--- src/rtl/brq_fp_wb_arbiter.sv ---
// brq_fp_wb_arbiter: floating-point register file write-back arbiter.
//
// Two write-back sources compete for the single FP register file write port.
// The LSU (FP loads) is unbuffered. FPU results go into a small in-order FIFO.
// The LSU normally has priority. A full FIFO takes priority over the LSU, so
// the FPU can only be starved for a bounded time.
//
// An FPU result always spends at least one cycle in the FIFO. There is no
// bypass path around it. The granted write is registered onto rf_* one cycle
// after the accepting edge.
//
// Optional feature: define BRQ_FP_WB_SCOREBOARD_EN to build busy_o. busy_o
// holds one pending-write flag per FP register. An issue sets the flag and a
// completed write-back clears it. If both happen on the same edge, the set
// wins. Without the macro, busy_o is tied to zero and issue_i/issue_addr_i
// are ignored.

module brq_fp_wb_arbiter #(
    parameter int unsigned DataWidth = 32,
    parameter int unsigned FifoDepth = 2
) (
    input  logic                 clk_i,
    input  logic                 rst_ni,

    input  logic                 fpu_valid_i,
    output logic                 fpu_ready_o,
    input  logic [4:0]           fpu_addr_i,
    input  logic [DataWidth-1:0] fpu_data_i,

    input  logic                 lsu_valid_i,
    output logic                 lsu_ready_o,
    input  logic [4:0]           lsu_addr_i,
    input  logic [DataWidth-1:0] lsu_data_i,

    input  logic                 issue_i,
    input  logic [4:0]           issue_addr_i,

    output logic                 rf_we_o,
    output logic [4:0]           rf_waddr_o,
    output logic [DataWidth-1:0] rf_wdata_o,

    output logic [31:0]          busy_o,
    output logic [3:0]           fifo_cnt_o
);

    localparam int unsigned PtrW = (FifoDepth > 1) ? $clog2(FifoDepth) : 1;

    typedef struct packed {
        logic [4:0]           addr;
        logic [DataWidth-1:0] data;
    } wb_entry_t;

    typedef enum logic [1:0] {
        GntNone,
        GntLsu,
        GntFifo
    } grant_e;

    wb_entry_t       fifo_mem [FifoDepth];
    logic [PtrW-1:0] wr_ptr_q;
    logic [PtrW-1:0] rd_ptr_q;
    logic [3:0]      cnt_q;
    logic            full;
    logic            empty;
    logic            fifo_push;
    logic            fifo_pop;
    grant_e          grant;
    wb_entry_t       fifo_head;

    // Advance a FIFO pointer, wrapping from the last entry back to 0.
    function automatic logic [PtrW-1:0] ptr_inc(input logic [PtrW-1:0] p);
        return (p == PtrW'(FifoDepth - 1)) ? '0 : p + PtrW'(1);
    endfunction

    assign full        = (cnt_q == 4'(FifoDepth));
    assign empty       = (cnt_q == 4'd0);
    assign fpu_ready_o = ~full;
    assign lsu_ready_o = ~full;
    assign fifo_cnt_o  = cnt_q;
    assign fifo_head   = fifo_mem[rd_ptr_q];

    // A full FIFO refuses new entries, even if the head leaves on the same edge.
    assign fifo_push = fpu_valid_i & ~full;

    // Choose the write-back source: the LSU while the FIFO has room, otherwise the FIFO head.
    always_comb begin
        // NOTE: assign the default first so that no path leaves grant unassigned and infers a latch.
        grant = GntNone;
        if (lsu_valid_i && !full) begin
            grant = GntLsu;
        end else if (!empty) begin
            grant = GntFifo;
        end
    end

    // The pop decision uses the occupancy from before this edge. A just-pushed entry therefore waits a cycle.
    assign fifo_pop = (grant == GntFifo);

    // FIFO storage: write the incoming FPU result at the write pointer.
    always_ff @(posedge clk_i) begin
        // NOTE: the storage array has no reset. Resetting the pointers and count is enough to discard stale entries.
        if (fifo_push) begin
            fifo_mem[wr_ptr_q] <= '{addr: fpu_addr_i, data: fpu_data_i};
        end
    end

    // FIFO pointers and occupancy, with synchronous active-low reset.
    always_ff @(posedge clk_i) begin
        // NOTE: sequential state always uses non-blocking assignments, so every flop samples pre-edge values.
        if (!rst_ni) begin
            wr_ptr_q <= '0;
            rd_ptr_q <= '0;
            cnt_q    <= '0;
        end else begin
            if (fifo_push) begin
                wr_ptr_q <= ptr_inc(wr_ptr_q);
            end
            if (fifo_pop) begin
                rd_ptr_q <= ptr_inc(rd_ptr_q);
            end
            cnt_q <= cnt_q + 4'(fifo_push) - 4'(fifo_pop);
        end
    end

    // Register the granted write onto the register file port. Address and data hold when idle.
    always_ff @(posedge clk_i) begin
        if (!rst_ni) begin
            rf_we_o    <= 1'b0;
            rf_waddr_o <= '0;
            rf_wdata_o <= '0;
        end else begin
            rf_we_o <= (grant != GntNone);
            unique case (grant)
                GntLsu: begin
                    rf_waddr_o <= lsu_addr_i;
                    rf_wdata_o <= lsu_data_i;
                end
                GntFifo: begin
                    rf_waddr_o <= fifo_head.addr;
                    rf_wdata_o <= fifo_head.data;
                end
                default: begin
                end
            endcase
        end
    end

`ifdef BRQ_FP_WB_SCOREBOARD_EN
    logic [31:0] busy_q;

    // Pending-write scoreboard: an issue sets the flag, a write-back clears it, and the set wins on a collision.
    always_ff @(posedge clk_i) begin
        if (!rst_ni) begin
            busy_q <= '0;
        end else begin
            for (int i = 0; i < 32; i++) begin
                if (issue_i && (issue_addr_i == 5'(i))) begin
                    busy_q[i] <= 1'b1;
                end else if (rf_we_o && (rf_waddr_o == 5'(i))) begin
                    busy_q[i] <= 1'b0;
                end
            end
        end
    end

    assign busy_o = busy_q;
`else
    // Scoreboard not built: busy_o is tied to zero and the issue inputs are ignored.
    logic unused_issue;
    assign unused_issue = ^{issue_i, issue_addr_i};
    assign busy_o       = '0;
`endif

endmodule
--- config.mk ---
export PLATFORM = sky130hd
export DESIGN_NAME = brq_fp_wb_arbiter
export DESIGN_NICKNAME = d
export VERILOG_FILES = /design/src/rtl/brq_fp_wb_arbiter.sv
export SDC_FILE = /design/constraint.sdc
export NUM_CORES = 1
export LEC_CHECK = 0
export CAP_MARGIN = 20
export CORE_MARGIN = 2
export CORE_UTILIZATION = 46
export DETAILED_ROUTE_END_ITERATION = 8
export PLACE_DENSITY_LB_ADDON = 0.05
export SYNTH_ARGS = -nofsm -noshare
export SYNTH_HDL_FRONTEND = slang
export SYNTH_SLANG_ARGS = --single-unit
--- constraint.sdc ---
create_clock -name clk_i -period 4.2 [get_ports clk_i]
set_input_delay 1.26 -clock clk_i [delete_from_list [all_inputs] [get_ports clk_i]]
set_output_delay 1.26 -clock clk_i [all_outputs]
set_load 0.02 [all_outputs]
==> reports/summary.txt <==
Clock Latency Late Sink -> 0.50 ns
Die area -> 11,400 µm²
Worst setup SP type -> register
Total GRT Usage -> 18.0%
Status -> finished, final reports clean
Largest net degree at the start of global routing -> 38
Worst VDD drop -> 0.000319 V
TritonCTS clock tree -> yes
Commonest non-fill, non-tap cell in the layout -> clkdlybuf4s50_1
H-tree depth -> 4
Netlist cell types -> 29
Vias -> 3,046
Synth warnings -> 0
CTS root buffer -> clkbuf_8
Vias in the first global route -> 3,087
Chip Width -> 107 µm
Final hold violation count -> 0
Clock skew -> 0.00952 ns
Post-route minimum period -> 3.12 ns
DRC -> 0
Crit path max fanout -> 5
Unrepaired setup endpoints after global routing -> no
Antenna Nets Post-Route -> 0
Worst slew margin -> 35.7%
Mapped Cells -> 324
Cts hold-fix bufs -> 0
Final slew viol count -> 0
# IOs -> 160
Iter 0 DRT Violations -> 126
Worst r2r src -> fifo_cnt_o[2]
Clk sinks -> 119
Pleak -> 0.00260 µW
Final worst-path cycle share -> 74.4%
Top cells by area, synth -> edfxtp_1, dfxtp_1, mux2_2, a221o_1, buf_4
Reg-to-reg setup timing slack -> 1.63 ns
Maximum clock path buffer count -> 2
Initial Util -> 47.2%
ANT cells -> 0
Layout cell share with drive strength beyond 1 -> 19.4%
Placer Congestion -> 0.686
CTS Buf Count -> 17
Mapped Area -> 4870 µm²
Worst slew pin tran -> 0.965 ns
Sequential cell area fraction in the yosys report -> 64.1%
Initial antenna violation count -> 0
DR pass1 iterations -> 4
Setup TNS -> 0 ns
Synth-to-layout area growth -> 36.0%
Yosys top cell by area -> edfxtp_1
CP endpoint kind -> output pin
DPL Wire Length -> 6.55 mm
Number of synthesized register bits -> 119
Die height -> 107 µm
R2R cell count -> 11
Post-Syn Area per Cell -> 15.0 µm²
Maxcap violations -> 0
Hold crit path type -> reg2reg
Reg2reg end -> fifo_cnt_o[2]
First-pass GRT wire length -> 15.5 mm
Via density -> 5.09
Final setup fails -> 0
Design Power -> 4290 µW
Pwr/cell area -> 648 nW/µm²
Gr ovfl total -> 0
Total Wirelength -> 10.0 mm
Clock Pin Slew Worst Setup and Hold Paths -> 0.06 ns
WHS -> 0.476 ns
Post-CTS Resized -> 0
Core box area -> 10,300 µm²
Critical path startpoint -> fifo_cnt_o[2]
Max Clk Rate -> 0.320 GHz
IO buf count -> 121
Required @ worst endpoint -> 2.94 ns
Fin nets -> 540
Most frequent cells in the layout -> clkdlybuf4s50_1, edfxtp_1, dfxtp_1
Worst Setup EP -> lsu_ready_o
Drt wl/cell -> 16.7 µm
Row Count -> 37
Top cell type's share of synthesized area -> 45.6%
Post-CTS setup buffers -> 0
Crit Path Class -> reg2out
Data arrival, critical path -> 1.86 ns
through the flow:
| stage | utilization (%) | area, µm² | cells | worst slack (ns) |
|---|---|---|---|---|
| 2_1_floorplan | - | 4990 | 355 | 0.852 |
| 3_3_place_gp | 58.7 | 6060 | 567 | 0.816 |
| 3_5_place_dp | 58.7 | 6060 | 567 | 0.780 |
| 4_1_cts | 64.2 | 6630 | 599 | 1.04 |
| 5_1_grt | 64.2 | 6630 | 599 | 0.989 |
| 6_report | 64.2 | 6630 | 599 | 1.08 |
worst min-delay path by stage:
stage                     startpoint  endpoint  slack (ns)  cells after the start
after floorplan             rd_ptr_q  register        0.45                      2
after global placement      rd_ptr_q  register        0.45                      2
after detailed placement    rd_ptr_q  register        0.47                      2
after CTS                   rd_ptr_q  register        0.48                      2
after global routing        rd_ptr_q  rd_ptr_q        0.51                      2
final                       rd_ptr_q  register        0.48                      2
logic make-up (layout without fill, tap and decap cells):
logic type	count (synthesis)	after routing	synth area share (%)
flip-flops	119	119	64.1
buffers and inverters	59	167	8.60
AND/OR/NAND/NOR	56	56	7.29
multiplexers	43	43	10.0
AO/OA/AOI/OAI	39	39	8.04
adder cells (fa/ha/maj)	6	6	1.69
other	1	32	0.0769
XOR/XNOR	1	1	0.180
synthesized netlist by cell type, drive strengths merged:
| cell | n |
|---|---|
| ha | 5 |
| and3 | 39 |
| and2b | 1 |
| xnor2 | 1 |
| a21o | 1 |
| nor4b | 1 |
| clkbuf | 6 |
| nand2 | 5 |
| mux2 | 37 |
| mux2i | 6 |
| nand3b | 1 |
| a21oi | 1 |
| nor2 | 1 |
| dfxtp | 45 |
| buf | 47 |
| edfxtp | 74 |
| fa | 1 |
| a221o | 37 |
| inv | 6 |
| nor2b | 2 |
| conb | 1 |
| nand2b | 4 |
| and2 | 2 |
area by class of cell:
type	count	area, µm²
well taps	136	170
clock buffers	17	414
inverters	6	22.5
repair buffers	129	1280
flip-flops and latches	119	3120
clock inverters	15	151
fillers	783	3700
multi-input cells	177	1460
worst max-delay path, stage by stage (launching register included):
cell and delay (ns):
dfxtp_1 0.33, inv_1 0.06, ha_1 0.25, nand3b_4 0.11, clkdlybuf4s50_1 0.61
where the power goes:
group	internal (µW)	leakage [µW]	switching, µW
Combinational	668	0.00127	597
Sequential	1500	0.00107	166
Clock	843	0.000264	521
flip-flops by register name, summed over array words and instances (netlist names), named ones only:
register,count
fifo_cnt_o,4
fifo_mem,74
rd_ptr_q,1
rf_waddr_o,5
rf_wdata_o,32
rf_we_o,1
wr_ptr_q,1
layer usage:
metal,GRT usage (%),up-vias,routed length [µm]
li1,-,1432,-
met1,22.2,1467,4360
met2,29.6,135,4800
met3,6.20,12,762
met4,6.40,0,108
met5,0,-,0
No activity file was read; power rests on OpenSTA's default activity.
